===== src/rtl/pwm_generator.sv =====
`default_nettype none
// ============================================================================
//  Module      : pwm_generator
//  Description : Focus-actuator PWM stage. Takes the 8-bit duty word from the
//                PID controller and double-buffers it so that it only takes
//                effect at period boundaries. The duty actually applied is
//                slew-limited from one period to the next. If the controller
//                stops updating, the target falls back to a safe midpoint duty.
//  Revision    : 1.0 - initial release
// ============================================================================
module pwm_generator #(
    parameter int unsigned PERIOD_DIV   = 20,   // clk cycles per PWM phase step
    parameter int unsigned SLEW_STEP    = 4,    // max duty change per period
    parameter int unsigned WDOG_PERIODS = 16,   // silent boundaries before fallback
    parameter int unsigned SAFE_DUTY    = 128   // fallback and reset duty
) (
    input  logic       clk,
    input  logic       reset_n,
    input  logic       enable,
    input  logic [7:0] duty_in,
    input  logic       duty_valid,
    output logic       pwm_pin,
    output logic       period_start,
    output logic [7:0] duty_applied,
    output logic       wdog_tripped
);

    // ------------------------------------------------------------------------
    // Widths and constants
    // ------------------------------------------------------------------------
    localparam int unsigned PS_W  = (PERIOD_DIV > 1) ? $clog2(PERIOD_DIV) : 1;
    // The watchdog count saturates at WDOG_PERIODS, so it must be able to hold that value
    localparam int unsigned CNT_W = $clog2(WDOG_PERIODS + 1);

    localparam logic [PS_W-1:0]  c_ps_last  = PS_W'(PERIOD_DIV - 1);
    localparam logic [CNT_W-1:0] c_cnt_sat  = CNT_W'(WDOG_PERIODS);
    localparam logic [CNT_W-1:0] c_cnt_trip = CNT_W'(WDOG_PERIODS - 1);
    localparam logic [7:0]       c_safe     = 8'(SAFE_DUTY);
    localparam logic [8:0]       c_slew     = 9'(SLEW_STEP);
    localparam logic [7:0]       c_phase_end = 8'hFF;

    // ------------------------------------------------------------------------
    // State registers and their next-state values
    // ------------------------------------------------------------------------
    logic [PS_W-1:0]  prescaler_q, prescaler_d;
    logic [7:0]       phase_q,     phase_d;
    logic [7:0]       shadow_q,    shadow_d;
    logic             pending_q,   pending_d;
    logic [7:0]       target_q,    target_d;
    logic [7:0]       applied_q,   applied_d;
    logic [CNT_W-1:0] count_q,     count_d;
    logic             wdog_q,      wdog_d;
    logic             pwm_q,       pwm_d;
    logic             pstart_q,    pstart_d;

    // ------------------------------------------------------------------------
    // Combinational event decode
    // ------------------------------------------------------------------------
    logic       tick;
    logic       boundary;
    logic       capture;
    logic       wdog_fire;
    logic [7:0] target_new;
    logic [8:0] diff;
    logic [8:0] diff_mag;
    logic [7:0] slewed;

    // Timing events: phase step, end of period, and duty capture
    always_comb begin
        tick     = enable && (prescaler_q == c_ps_last);
        boundary = tick && (phase_q == c_phase_end);
        capture  = enable && duty_valid;
    end

    // Target chosen at the boundary: a pending update wins; otherwise the
    // watchdog may force the safe duty when this is the Nth silent boundary.
    always_comb begin
        wdog_fire  = !pending_q && (count_q == c_cnt_trip);
        target_new = target_q;
        if (pending_q) begin
            target_new = shadow_q;
        end else if (wdog_fire) begin
            target_new = c_safe;
        end
    end

    // Slew limiter: 9-bit signed difference; move by at most c_slew toward
    // the new target and land on it exactly when within reach.
    always_comb begin
        diff     = {1'b0, target_new} - {1'b0, applied_q};
        diff_mag = diff[8] ? (~diff + 9'd1) : diff;
        slewed   = target_new;
        if (diff_mag > c_slew) begin
            if (diff[8]) begin
                slewed = applied_q - c_slew[7:0];
            end else begin
                slewed = applied_q + c_slew[7:0];
            end
        end
    end

    // Prescaler and phase counters; both parked at zero while disabled
    always_comb begin
        prescaler_d = prescaler_q;
        phase_d     = phase_q;
        if (!enable) begin
            prescaler_d = '0;
            phase_d     = '0;
        end else if (tick) begin
            prescaler_d = '0;
            phase_d     = phase_q + 8'd1;
        end else begin
            prescaler_d = prescaler_q + PS_W'(1);
        end
    end

    // Shadow capture and pending flag; a capture on the boundary edge
    // survives so it is applied at the following boundary.
    always_comb begin
        shadow_d  = shadow_q;
        pending_d = pending_q;
        if (capture) begin
            shadow_d  = duty_in;
            pending_d = 1'b1;
        end else if (boundary) begin
            pending_d = 1'b0;
        end
    end

    // Boundary update of watchdog count, trip flag, target and applied duty
    always_comb begin
        count_d   = count_q;
        wdog_d    = wdog_q;
        target_d  = target_q;
        applied_d = applied_q;
        if (!enable) begin
            count_d = '0;
        end else if (boundary) begin
            target_d  = target_new;
            applied_d = slewed;
            if (pending_q) begin
                count_d = '0;
                wdog_d  = 1'b0;
            end else begin
                if (count_q != c_cnt_sat) begin
                    count_d = count_q + CNT_W'(1);
                end
                if (wdog_fire) begin
                    wdog_d = 1'b1;
                end
            end
        end
    end

    // Output stage next values: compare against the phase being shown now
    always_comb begin
        pwm_d    = enable && (phase_q < applied_q);
        pstart_d = boundary;
    end

    // State update with asynchronous reset to the safe operating point
    always_ff @(posedge clk or negedge reset_n) begin
        if (!reset_n) begin
            prescaler_q <= '0;
            phase_q     <= '0;
            shadow_q    <= c_safe;
            pending_q   <= 1'b0;
            target_q    <= c_safe;
            applied_q   <= c_safe;
            count_q     <= '0;
            wdog_q      <= 1'b0;
            pwm_q       <= 1'b0;
            pstart_q    <= 1'b0;
        end else begin
            prescaler_q <= prescaler_d;
            phase_q     <= phase_d;
            shadow_q    <= shadow_d;
            pending_q   <= pending_d;
            target_q    <= target_d;
            applied_q   <= applied_d;
            count_q     <= count_d;
            wdog_q      <= wdog_d;
            pwm_q       <= pwm_d;
            pstart_q    <= pstart_d;
        end
    end

    assign pwm_pin      = pwm_q;
    assign period_start = pstart_q;
    assign duty_applied = applied_q;
    assign wdog_tripped = wdog_q;

endmodule
`default_nettype wire


===== config.mk =====
export PLATFORM = sky130hd
export DESIGN_NAME = pwm_generator
export DESIGN_NICKNAME = d
export VERILOG_FILES = /design/src/rtl/pwm_generator.sv
export SDC_FILE = /design/constraint.sdc
export NUM_CORES = 1
export LEC_CHECK = 0
export ABC_AREA = 1
export BUFFER_PORTS_ARGS = -buffer_cell sky130_fd_sc_hd__buf_2
export CAP_MARGIN = 25
export CORE_MARGIN = 4
export CORE_UTILIZATION = 35
export DETAILED_ROUTE_END_ITERATION = 8
export PLACE_DENSITY = 0.52
export SLEW_MARGIN = 20
export SYNTH_ARGS = -nofsm -noshare
export SYNTH_HDL_FRONTEND = slang
export SYNTH_SLANG_ARGS = --single-unit

===== constraint.sdc =====
create_clock -name clk -period 3.35 [get_ports clk]
set_input_delay 0.335 -clock clk [delete_from_list [all_inputs] [get_ports clk]]
set_output_delay 0.335 -clock clk [all_outputs]
set_load 0.05 [all_outputs]

Word-level counts from Yosys, hierarchy flattened
Cells that the tools add are included.

Flip-flop bits (word level): 46. Input bits: 12. Logic and storage cells: 55.

Add/subtract/negate cells: 7. Order comparisons: 2. Equality and inequality tests: 7. Multiplexer cells: 17. Bitwise operators: 1. Reductions and logical operators: 11.

Operator list (count): $mux 8 (6); $mux 5 (6); $add 5x1->5 const B (2); $add 9x1->9 const B (1); $gt 9x3->1 const B (1); $mux 9 (1); $not 9->9 (1); $sub 8x8->9 (1); $add 8x1->8 const B (1); $add 8x3->8 const B (1); $eq 8x8->1 const B (1); $lt 8x8->1 (1); $sub 8x3->8 const B (1); $eq 5x4->1 const B (1); $eq 5x5->1 const B (1); $logic_and 1x1->1 (5); $ne 5x5->1 const B (1); $mux 1 (4); $ne 2x1->1 const B (2); $reduce_and 2->1 (2); $reduce_bool 2->1 (2); $ne 3x1->1 const B (1); $reduce_and 3->1 (1); $logic_not 1->1 (1).

Logic depth before layout (Yosys ltp)
Gate-level depths: netlist of run 1.

Depth in word-level cells: 10. Mapped depth: 25. Depth with buffers taken out: 24.

Worst setup path after synthesis of run 1
OpenSTA, ideal clock, no wires.

Kind: register to register. From: register count_q[0]. To: register applied_q[7], in the netlist duty_applied[7]. Setup time: 0.064 ns. Data arrival time: 3.583 ns. Path slack: -0.296 ns. Cell stages (with the launch flop): 23. Cell sequence: dfrtp_1 ha_1 inv_1 nor3_1 ha_1 nor2_1 inv_1 o21ai_0 ha_1 nand2_1 o21ai_2 a21oi_4 ha_1 a21oi_1 nand2_1 nand2_1 nand2_1 a21oi_1 xor2_1 o21ai_0 a21oi_1 nand2_1 nand3_1.

Cells in the longest elaborated chain, start to end: 10.

Ends and longest elaborated chain: from (decl) (line 51) `logic [CNT_W-1:0] count_q, count_d;`; from (signal assigned) (line 181) `count_q <= count_d;`; $eq 5x4->1 (*) (line 78) `wdog_fire = !pending_q && (count_q == c_cnt_trip);`; $logic_and 1x1->1 (*) (line 78); $mux 8 (*) (line 82) `end else if (wdog_fire) begin`; $mux 8 (*) (line 80) `if (pending_q) begin`; named net target_new[6] (line 63) `logic [7:0] target_new;`; $sub 8x8->9 (*) (line 90) `diff = {1'b0, target_new} - {1'b0, applied_q};`; $not 9->9 (line 91) `diff_mag = diff[8] ? (~diff + 9'd1) : diff;`; $add 9x1->9 (line 91); $mux 9 (line 91); $gt 9x3->1 (line 93) `if (diff_mag > c_slew) begin`; $mux 8 (*) (line 93); to (signal assigned) (line 169) `applied_q <= c_safe;`; to (signal assigned) (line 180) `applied_q <= applied_d;`; to (decl) (line 50) `logic [7:0] applied_q, applied_d;`.

The timed path passes the listed nets; every way through them passes the cells marked *. A chain may end at the register's enable or synchronous reset.

Worst setup path in the final report of run 1
From: register count_q[1]. To: register applied_q[5], in the netlist duty_applied[5].

Cells in the longest elaborated chain, start to end: 10.

Ends and longest elaborated chain (line): $eq 5x4->1 (*) (78); $logic_and 1x1->1 (*) (78); $mux 8 (*) (82); $mux 8 (*) (80); $sub 8x8->9 (90); $not 9->9 (91); $add 9x1->9 (91); $mux 9 (91); $gt 9x3->1 (93); $mux 8 (*) (93).

Mark *: on every way between the ends. The rest lies on a longest branch, timed or not.

==> impl_metrics.json, run 1 <==
{
  "die_area_um2": 10900,
  "port_buffers": 22,
  "synth_compound_area_share_pct": 10.8,
  "seqPwrFrac_pct": 35.2,
  "ys_seq_area_share_pct": 35.6,
  "clock_sinks": 46,
  "comb_power_share_pct": 42.7,
  "clk_latency_ps": 300,
  "finalWirelength_um": 8120,
  "switching_share_pct": 35.1,
  "grt_use_total_pct": 15.5,
  "hpwl_um": 6230,
  "antennaDiodeCount": 0,
  "synth_area_per_cell_um2": 7.81,
  "hold_viol": 0,
  "core-area_um2": 8890,
  "stdcell_count": 602,
  "synthSimpleGateAreaFrac_pct": 29.6,
  "ys.flop_type": "dfrtp_1",
  "die_x_um": 104,
  "synthesis.area_um2": 3250,
  "setup_viol": 8,
  "fin_crit_sh_pct": 102,
  "avgRoutedWirePerCell_um": 13.5,
  "antenna_found_initial": 0,
  "crit_slowest_cell": "dfrtp_1",
  "ys_types": 41,
  "internal_power_uw": 1080,
  "synth_adder_area_share_pct": 10.9,
  "rsz0062_at_grt": "true",
  "maxSlewHeadroom_pct": 55.9,
  "placed_area_um2": 3880,
  "initial_core_util_pct": 36.5,
  "critical-path-max-stage-delay_ps": 390,
  "layout_commonest_cell": "nand2_1",
  "period_needed_ps": 3410,
  "grt_max_degree": 26,
  "path_class": "reg -> reg",
  "cp-end-kind": "register",
  "drive_gt1_share_pct": 35.0,
  "dp_cells": 581,
  "synth-xor-area-share_pct": 2.93,
  "htreeDepth": 2,
  "synthCells": 416,
  "syn_nets": 455,
  "synthArstFlopShare_pct": 100,
  "cp.arrival_ps": 3600,
  "p_leak_uw": 0.00208,
  "ir_drop_uv": 168,
  "tightest_slew_ps": 661,
  "synth-seq-cells": 46,
  "fillers": 874,
  "critPathMaxFanout": 6,
  "yosysWarningCount": 0,
  "final_area_um2": 4270,
  "remaining_drc_errors": 0,
  "hp-class": "in -> async",
  "first_global_vias": 2964,
  "required_ps": 3550,
  "slew_viol_final": 0,
  "rows": 34,
  "cts_root_buffer": "clkbuf_8",
  "vias": 2953,
  "start_kind": "register",
  "seq_area_um2": 1150,
  "violations": "setup timing",
  "muxShareOfSynthArea_pct": 2.77,
  "power.switching_uw": 584,
  "clockBufferDepth": 2,
  "synth_top_family_by_area": "simple AND/OR/NAND/NOR gates",
  "cts_tree": "done",
  "clock_skew_ps": 5.78,
  "synth_edf_count": 0,
  "ios": 23,
  "syn2layout_area_growth_pct": 31.5,
  "clkPwrFrac_pct": 22.1,
  "first_iter_violations": 102,
  "layout.nets": 532,
  "cts_hold_buf": 0,
  "crit_path_frequent_cell": "nand3_2",
  "max_cap_violations": 0,
  "fin_ws_ps": -56.2,
  "rrSetupSlack_ps": -60,
  "cellPowerDensity_nw_per_um2": 389,
  "crit_chain": "ha_2, inv_2, nor3_2, ha_2, nor2_4, a22oi_2, ha_2, fa_2, inv_2, nand3_4, buf_4, buf_4, nand3_2, nand2_2, nor2_2, nand3_2, nand3_2, nand3_2, nor2_4, buf_6, nand3_1, nand3_1, nand2_1",
  "drt-pass1-iter-count": 4,
  "die_h_um": 104,
  "max_freq_ghz": 0.294,
  "fin_hold_ws_ps": 6.77,
  "ant_nets": 0,
  "cts_inserted_buffers": 5,
  "grt-ovfl-total": 0,
  "clkSlewWorstSetupHoldPaths_ps": 90,
  "layout_common_cells": "95 x nand2_1, 47 x buf_4, 45 x inv_1",
  "grt_pass1_wl_um": 14000,
  "status": "finished with violations",
  "place_congestion": 0.794,
  "vias_per_cell": 4.91,
  "multiInputGateArea_um2": 2130
}
## cell families (layout without fill, tap and decap cells)
kind of cell	after synthesis	in the layout
DFF	46	46
muxes	8	8
AOI/OAI and AO/OA	57	57
buffers and inverters	62	139
xor gates and xnor gates	10	10
adders and majority gates	27	27
and+or+nand+nor	206	207
## flip-flops by register name, indices dropped and copies added, names as in the netlist
| name | flops |
|---|---|
| count_q | 5 |
| duty_applied | 8 |
| pending_q | 1 |
| period_start | 1 |
| phase_q | 8 |
| prescaler_q | 5 |
| pwm_pin | 1 |
| shadow_q | 8 |
| target_q | 8 |
| wdog_tripped | 1 |
## power groups by stage
stage | Clock, uW | Combinational (uW) | Sequential (uW)
floorplan | 0 | 386 | 592
CTS | 384 | 650 | 585
detailed placement | 0 | 589 | 596
global placement | 0 | 582 | 596
global route | 410 | 779 | 587
finish | 367 | 710 | 585
## layer usage
layer | track usage (%) | vias to the layer above | part of all wire, %
met3 | 2.30 | 4 | 2.9
met5 | 0 | - | 0
met2 | 25.5 | 32 | 48
met4 | 3.51 | 0 | 0.74
met1 | 21.5 | 1389 | 49
li1 | - | 1528 | -
## through the flow
stage | util (%) | setup WS, ps | TNS, ps | total power, uW
3_5_place_dp | 43.7 | -159 | -799 | 1190
6_report | 48.1 | -56.2 | -262 | 1660
5_1_grt | 48.1 | -388 | -2020 | 1780
2_1_floorplan | - | 0.717 | 0 | 978
3_3_place_gp | 43.5 | -141 | -416 | 1180
4_1_cts | 46.7 | -58.4 | -201 | 1620
## worst max-delay path: cells and delay by family (launching register included)
kind,cells,cell delay [ps]
AND/OR/NAND/NOR,13,1230
buffers and inverters,5,570
flip-flops,1,390
adder cells (fa/ha/maj),4,1000
AO/OA/AOI/OAI,1,110
## final cells by class
type                    count  area share (%)
well taps                 108            3.16
repair buffers             75            12.8
clock inverters             1           0.205
clock buffers               7            2.02
multi-input cells         309            49.8
flip-flops and latches     46            27.0
inverters                  56            4.92
## synthesized netlist by cell type, types with 3 or more instances
cell type,count,area [um^2]
nor2_1,28,105
nand4_1,7,43.8
clkbuf_1,4,15.0
nand2_2,10,62.6
nand3_2,3,30.0
xor2_1,5,43.8
mux2_2,8,90.1
dfrtp_1,43,1080
a21oi_1,16,80.1
nor2_4,4,45.0
o21ai_1,3,15.0
inv_2,4,15.0
nand2_1,102,383
inv_1,51,191
o21ai_0,20,100
dfstp_2,3,78.8
a21boi_0,6,45.0
xnor2_1,4,35.0
nor3_1,7,35.0
ha_1,25,313
nand3_1,39,195
## final timing paths
| kind | cells past startpoint | from | endpoint |
|---|---|---|---|
| max | 23 | count_q[1]$_DFFE_PN0P_ | duty_applied[5]$_DFFE_PN0P_ |
| min | 1 | reset_n | shadow_q[1]$_DFFE_PN0P_ |
| max reg2reg | 23 | count_q[1]$_DFFE_PN0P_ | duty_applied[5]$_DFFE_PN0P_ |
| min reg2reg | 1 | prescaler_q[0]$_DFF_PN0_ | prescaler_q[0]$_DFF_PN0_ |
| max in group asynchronous | 2 | reset_n | duty_applied[1]$_DFFE_PN0P_ |
| min in group clk | 2 | duty_in[2] | shadow_q[2]$_DFFE_PN0P_ |
## what timing repair did
item | CTS | global route
gates cloned | 1 | 0
setup buffers | 7 | 5
endpoints found under the setup margin | 8 | 8
pin swaps | 25 | 16
resized for setup | 28 | 17
Note: power is estimated with default switching activity, not from simulation.
==> run 2: changes to the inputs <==
- CAP_MARGIN: 25 -> 20
- CORE_MARGIN: 4 -> 10
==> impl_metrics.json, run 2 (synthesized netlist as in run 1, its figures left out) <==
{
  "drt-pass1-iter-count": 4,
  "rrSetupSlack_ps": 4,
  "start_kind": "register",
  "die_h_um": 116,
  "crit_chain": "ha_2, inv_2, nor3_2, ha_2, nor2_4, inv_2, o22ai_2, inv_2, ha_4, a21oi_4, o21ai_2, a21oi_4, ha_4, a21oi_2, nand2_1, nand2_1, nand2_1, a21oi_2, xor2_1, o21ai_1, a21oi_1, nand2_1, nand3_1",
  "hold_viol": 0,
  "setup_viol": 0,
  "cp.arrival_ps": 3580,
  "cts_inserted_buffers": 5,
  "vias": 2828,
  "grt_pass1_wl_um": 13200,
  "remaining_drc_errors": 0,
  "core-area_um2": 9150,
  "fillers": 919,
  "tightest_slew_ps": 621,
  "max_freq_ghz": 0.299,
  "multiInputGateArea_um2": 2080,
  "status": "complete, no violations",
  "hpwl_um": 6220,
  "reg2regPathDepth": 23,
  "final_util_pct": 44.7,
  "clockBufferDepth": 2,
  "rsz0062_at_grt": "true",
  "worstReg2RegStart": "count_q[0]$_DFFE_PN0P_",
  "antennaDiodeCount": 0,
  "avgRoutedWirePerCell_um": 13.2,
  "slew_viol_final": 0,
  "max_cap_violations": 0,
  "critPathTopFamily": "compound AO/OA/AOI/OAI gates",
  "die_x_um": 116,
  "grt_max_degree": 47,
  "clock_sinks": 46,
  "clock_skew_ps": 8.65,
  "antenna_found_initial": 0,
  "first_iter_violations": 61,
  "crit_slowest_cell": "dfrtp_1",
  "first_global_vias": 2710,
  "seq_area_um2": 1150,
  "layout.nets": 520,
  "rows": 35,
  "ios": 23,
  "layout_commonest_cell": "nand2_1",
  "htreeDepth": 2,
  "syn2layout_area_growth_pct": 26.0,
  "place_congestion": 0.823,
  "cellPowerDensity_nw_per_um2": 377,
  "clk_latency_ps": 300,
  "initial_core_util_pct": 35.5,
  "port_buffers": 22,
  "cts_tree": "done",
  "p_total_uw": 1540,
  "vias_per_cell": 4.77,
  "ir_drop_uv": 285,
  "critPathBufInv": 3,
  "grt-ovfl-total": 0,
  "crit_path_frequent_cell": "nand2_1",
  "clkSlewWorstSetupHoldPaths_ps": 90,
  "layout_common_cells": "99 x nand2_1, 46 x inv_1, 43 x dfrtp_1",
  "path_depth": 23,
  "worstReg2RegEnd": "duty_applied[7]$_DFFE_PN1P_",
  "fin_crit_sh_pct": 99.9,
  "ant_nets": 0,
  "hp-class": "in -> async",
  "finalWirelength_um": 7800,
  "cts_root_buffer": "clkbuf_8",
  "critPathMaxFanout": 7,
  "maxSlewHeadroom_pct": 58.6,
  "path_class": "reg -> reg",
  "p_leak_uw": 0.00198,
  "period_needed_ps": 3350,
  "cp-end-kind": "register",
  "required_ps": 3590,
  "drive_gt1_share_pct": 31.1,
  "critical-path-max-stage-delay_ps": 390,
  "die_area_um2": 13500,
  "grt_use_total_pct": 12.0
}
## run 2: changes by cell type in the layout (fill, tap and decap cells not counted), moves of 2 or more
cell | before | now
a21boi_1 | 2 | 4
buf_12 | 2 | 0
buf_4 | 47 | 42
buf_6 | 4 | 0
ha_1 | 16 | 14
nand2_1 | 95 | 99
nand2_2 | 15 | 13
nand2_4 | 4 | 2
nand3_1 | 27 | 34
nand3_2 | 14 | 7
## run 2: what timing repair did
item	CTS	global route
pin swaps	25	11
cloned	1	0
gates resized for setup	20	5
buffers inserted	8	3
setup endpoints to repair	8	8
hold buffers	0	0
## run 2: final cells by class
| class | count | area share [%] |
|---|---|---|
| tap | 111 | 3.39 |
| sequential | 46 | 28.2 |
| clock inverter | 2 | 0.336 |
| multi-input combinational | 309 | 50.9 |
| inverter | 56 | 5.14 |
| timing repair buffer | 63 | 10.3 |
| clock buffer | 6 | 1.77 |
## run 2: where the power goes
part	switching, uW	internal [uW]	leakage (uW)
Combinational	345	270	0.00134
Sequential	11.1	574	0.000603
Clock	194	148	0.0000452
## run 2: how the worst max path moves through the flow
stage / startpoint / end / slack (ps)
after CTS: count_q[1]$_DFFE_PN0P_ / duty_applied[7]$_DFFE_PN1P_ / -50
final: count_q[0]$_DFFE_PN0P_ / duty_applied[7]$_DFFE_PN1P_ / 4
after global placement: count_q[0]$_DFFE_PN0P_ / duty_applied[7]$_DFFE_PN1P_ / -100
after global routing: count_q[0]$_DFFE_PN0P_ / duty_applied[7]$_DFFE_PN1P_ / -280
after detailed placement: count_q[1]$_DFFE_PN0P_ / duty_applied[7]$_DFFE_PN1P_ / -170
after floorplan: count_q[0]$_DFFE_PN0P_ / duty_applied[7]$_DFFE_PN1P_ / 0.7
## run 2: metal layers
| metal | GRT usage [%] | part of all wire [%] | routed length (um) |
|---|---|---|---|
| met4 | 2.75 | 0.86 | 67 |
| met1 | 16.5 | 50 | 3890 |
| met5 | 0 | 0 | 0 |
| met2 | 19.3 | 47 | 3700 |
| met3 | 2.05 | 1.9 | 148 |
## run 2: per-stage QoR
stage	TNS, ps	instance area (um^2)	cells	hold WS (ps)	setup WS [ps]
after CTS	-126	4050	591	247	-49.5
after global routing	-1800	4090	593	54.2	-283
after detailed placement	-766	3800	574	462	-167
after floorplan	0	3350	416	39.4	0.717
final	0	4090	593	20.0	3.63
after global placement	-124	3800	574	449	-103
==> run 3: changes to the inputs <==
- PLACE_DENSITY: 0.52 -> 0.63
==> impl_metrics.json, run 3 (synthesized netlist as in run 1, its figures left out) <==
{
  "clk_latency_ps": 300,
  "maxSlewHeadroom_pct": 57.4,
  "initial_core_util_pct": 35.5,
  "period_needed_ps": 3470,
  "crit_chain": "ha_2, inv_2, nor3_2, ha_2, nor2_4, a22oi_2, ha_2, fa_2, inv_2, nand3_4, nand2_4, a21oi_4, buf_4, buf_4, ha_4, nand2_1, nand2_1, a21oi_2, xor2_1, o21ai_1, a21oi_1, nand2_1, nand3_1",
  "die_area_um2": 13500,
  "hpwl_um": 6110,
  "grt_max_degree": 47,
  "vias_per_cell": 5.03,
  "use_met1_pct": 15.4,
  "drive_gt1_share_pct": 32.0,
  "cts_root_buffer": "clkbuf_8",
  "fillers": 886,
  "port_buffers": 22,
  "crit_slowest_cell": "dfrtp_1",
  "rows": 35,
  "setup_viol": 4,
  "layout_common_cells": "95 x nand2_1, 46 x inv_1, 43 x dfrtp_1",
  "violations": "setup timing",
  "grt_use_total_pct": 12.4,
  "fin_setup_tns_ps": -211,
  "tightest_slew_ps": 638,
  "ir_drop_uv": 222,
  "hp-class": "in -> async",
  "clockBufferDepth": 2,
  "fin_crit_sh_pct": 104,
  "slew_viol_final": 0,
  "hold_viol": 0,
  "cellPowerDensity_nw_per_um2": 407,
  "antenna_found_initial": 0,
  "met2_usage_pct": 21.9,
  "die_x_um": 116,
  "met3_usage_pct": 2.00,
  "first_global_vias": 2992,
  "path_class": "reg -> reg",
  "status": "finished with violations",
  "dp_cells": 568,
  "finalWirelength_um": 8100,
  "syn2layout_area_growth_pct": 28.5,
  "vias": 2964,
  "place_congestion": 0.905,
  "ios": 23,
  "grt.busiest_layer": "met2",
  "drt-pass1-iter-count": 4,
  "ant_nets": 0,
  "avgRoutedWirePerCell_um": 13.8,
  "core-area_um2": 9150,
  "clkSlewWorstSetupHoldPaths_ps": 90,
  "critPathMaxFanout": 7,
  "stdcell_count": 589,
  "max_cap_violations": 0,
  "layout.nets": 516,
  "remaining_drc_errors": 0,
  "cp.arrival_ps": 3710,
  "p_leak_uw": 0.00198,
  "rsz0062_at_grt": "true",
  "htreeDepth": 2,
  "critical-path-max-stage-delay_ps": 400,
  "first_iter_violations": 143,
  "cp-end-kind": "register",
  "clock_skew_ps": 8.36,
  "antennaDiodeCount": 0,
  "cts_inserted_buffers": 5,
  "start_kind": "register",
  "max_freq_ghz": 0.288,
  "fin_ws_ps": -125,
  "die_h_um": 116,
  "cts_hold_buf": 0,
  "layout_commonest_cell": "nand2_1",
  "clock_sinks": 46,
  "required_ps": 3590,
  "grt_pass1_wl_um": 13900,
  "cts_tree": "done",
  "grt-ovfl-total": 0
}
==> run 3: changes by cell type in the layout (fill, tap and decap cells not counted), sizes merged <==
cell,previous run,this run
clkinvlp,0,1
bufinv,0,1
clkinv,3,1
buf,63,59
==> run 3: worst paths after layout <==
path	from	to	slack [ps]	cells after the start
min reg2reg	prescaler_q[0]$_DFF_PN0_	prescaler_q[0]$_DFF_PN0_	480	1
min in group clk	duty_in[1]	shadow_q[1]$_DFFE_PN0P_	260	2
min	reset_n	pwm_pin$_DFF_PN0_	20	1
max reg2reg	count_q[1]$_DFFE_PN0P_	duty_applied[7]$_DFFE_PN1P_	-120	23
max	count_q[1]$_DFFE_PN0P_	duty_applied[7]$_DFFE_PN1P_	-120	23
max in group asynchronous	reset_n	duty_applied[5]$_DFFE_PN0P_	2900	1
==> run 3: per-layer routing <==
metal / up-vias / wire length [um]
li1: 1493 / -
met1: 1409 / 3620
met2: 52 / 4140
met3: 10 / 259
met4: 0 / 82
met5: - / 0
==> run 3: critical path: cells and delay by family (launching register included) <==
family	cells	cell delay (ps)
buffers and inverters	4	420
adder cells (fa/ha/maj)	5	1170
flip-flops	1	400
AND/OR/NAND/NOR	8	690
AO/OA/AOI/OAI	5	530
XOR/XNOR	1	190
==> run 3: metrics by stage <==
stage	total power (uW)	hold slack, ps	util [%]	worst slack [ps]	area, um^2
floorplan	978	39.4	-	0.717	3350
global placement	1130	448	41.0	-112	3750
detailed placement	1150	468	41.0	-149	3750
CTS	1610	242	43.9	-110	4020
global route	1800	62.6	45.6	-341	4170
finish	1700	24.3	45.6	-125	4170
==> run 3: power breakdown <==
group / internal, uW / switching [uW]
clock: 223 / 193
combinational: 311 / 389
sequential: 573 / 10.6
==> run 3: what timing repair did <==
item                                   in CTS  in global routing
cloned                                      1                  0
resized for setup                          21                 19
buffers inserted                            6                  8
setup endpoints to repair                   8                  8
pin swaps                                  28                 19
endpoints found under the hold margin       0                  0
==> run 3: layout make-up <==
class	count	area (um^2)	share of cell area, %
clock buffer	6	72.6	1.74
timing repair buffer	59	423	10.1
tap	111	139	3.33
multi-input combinational	309	2140	51.2
inverter	56	210	5.04
sequential	46	1150	27.7
clock inverter	2	37.5	0.900
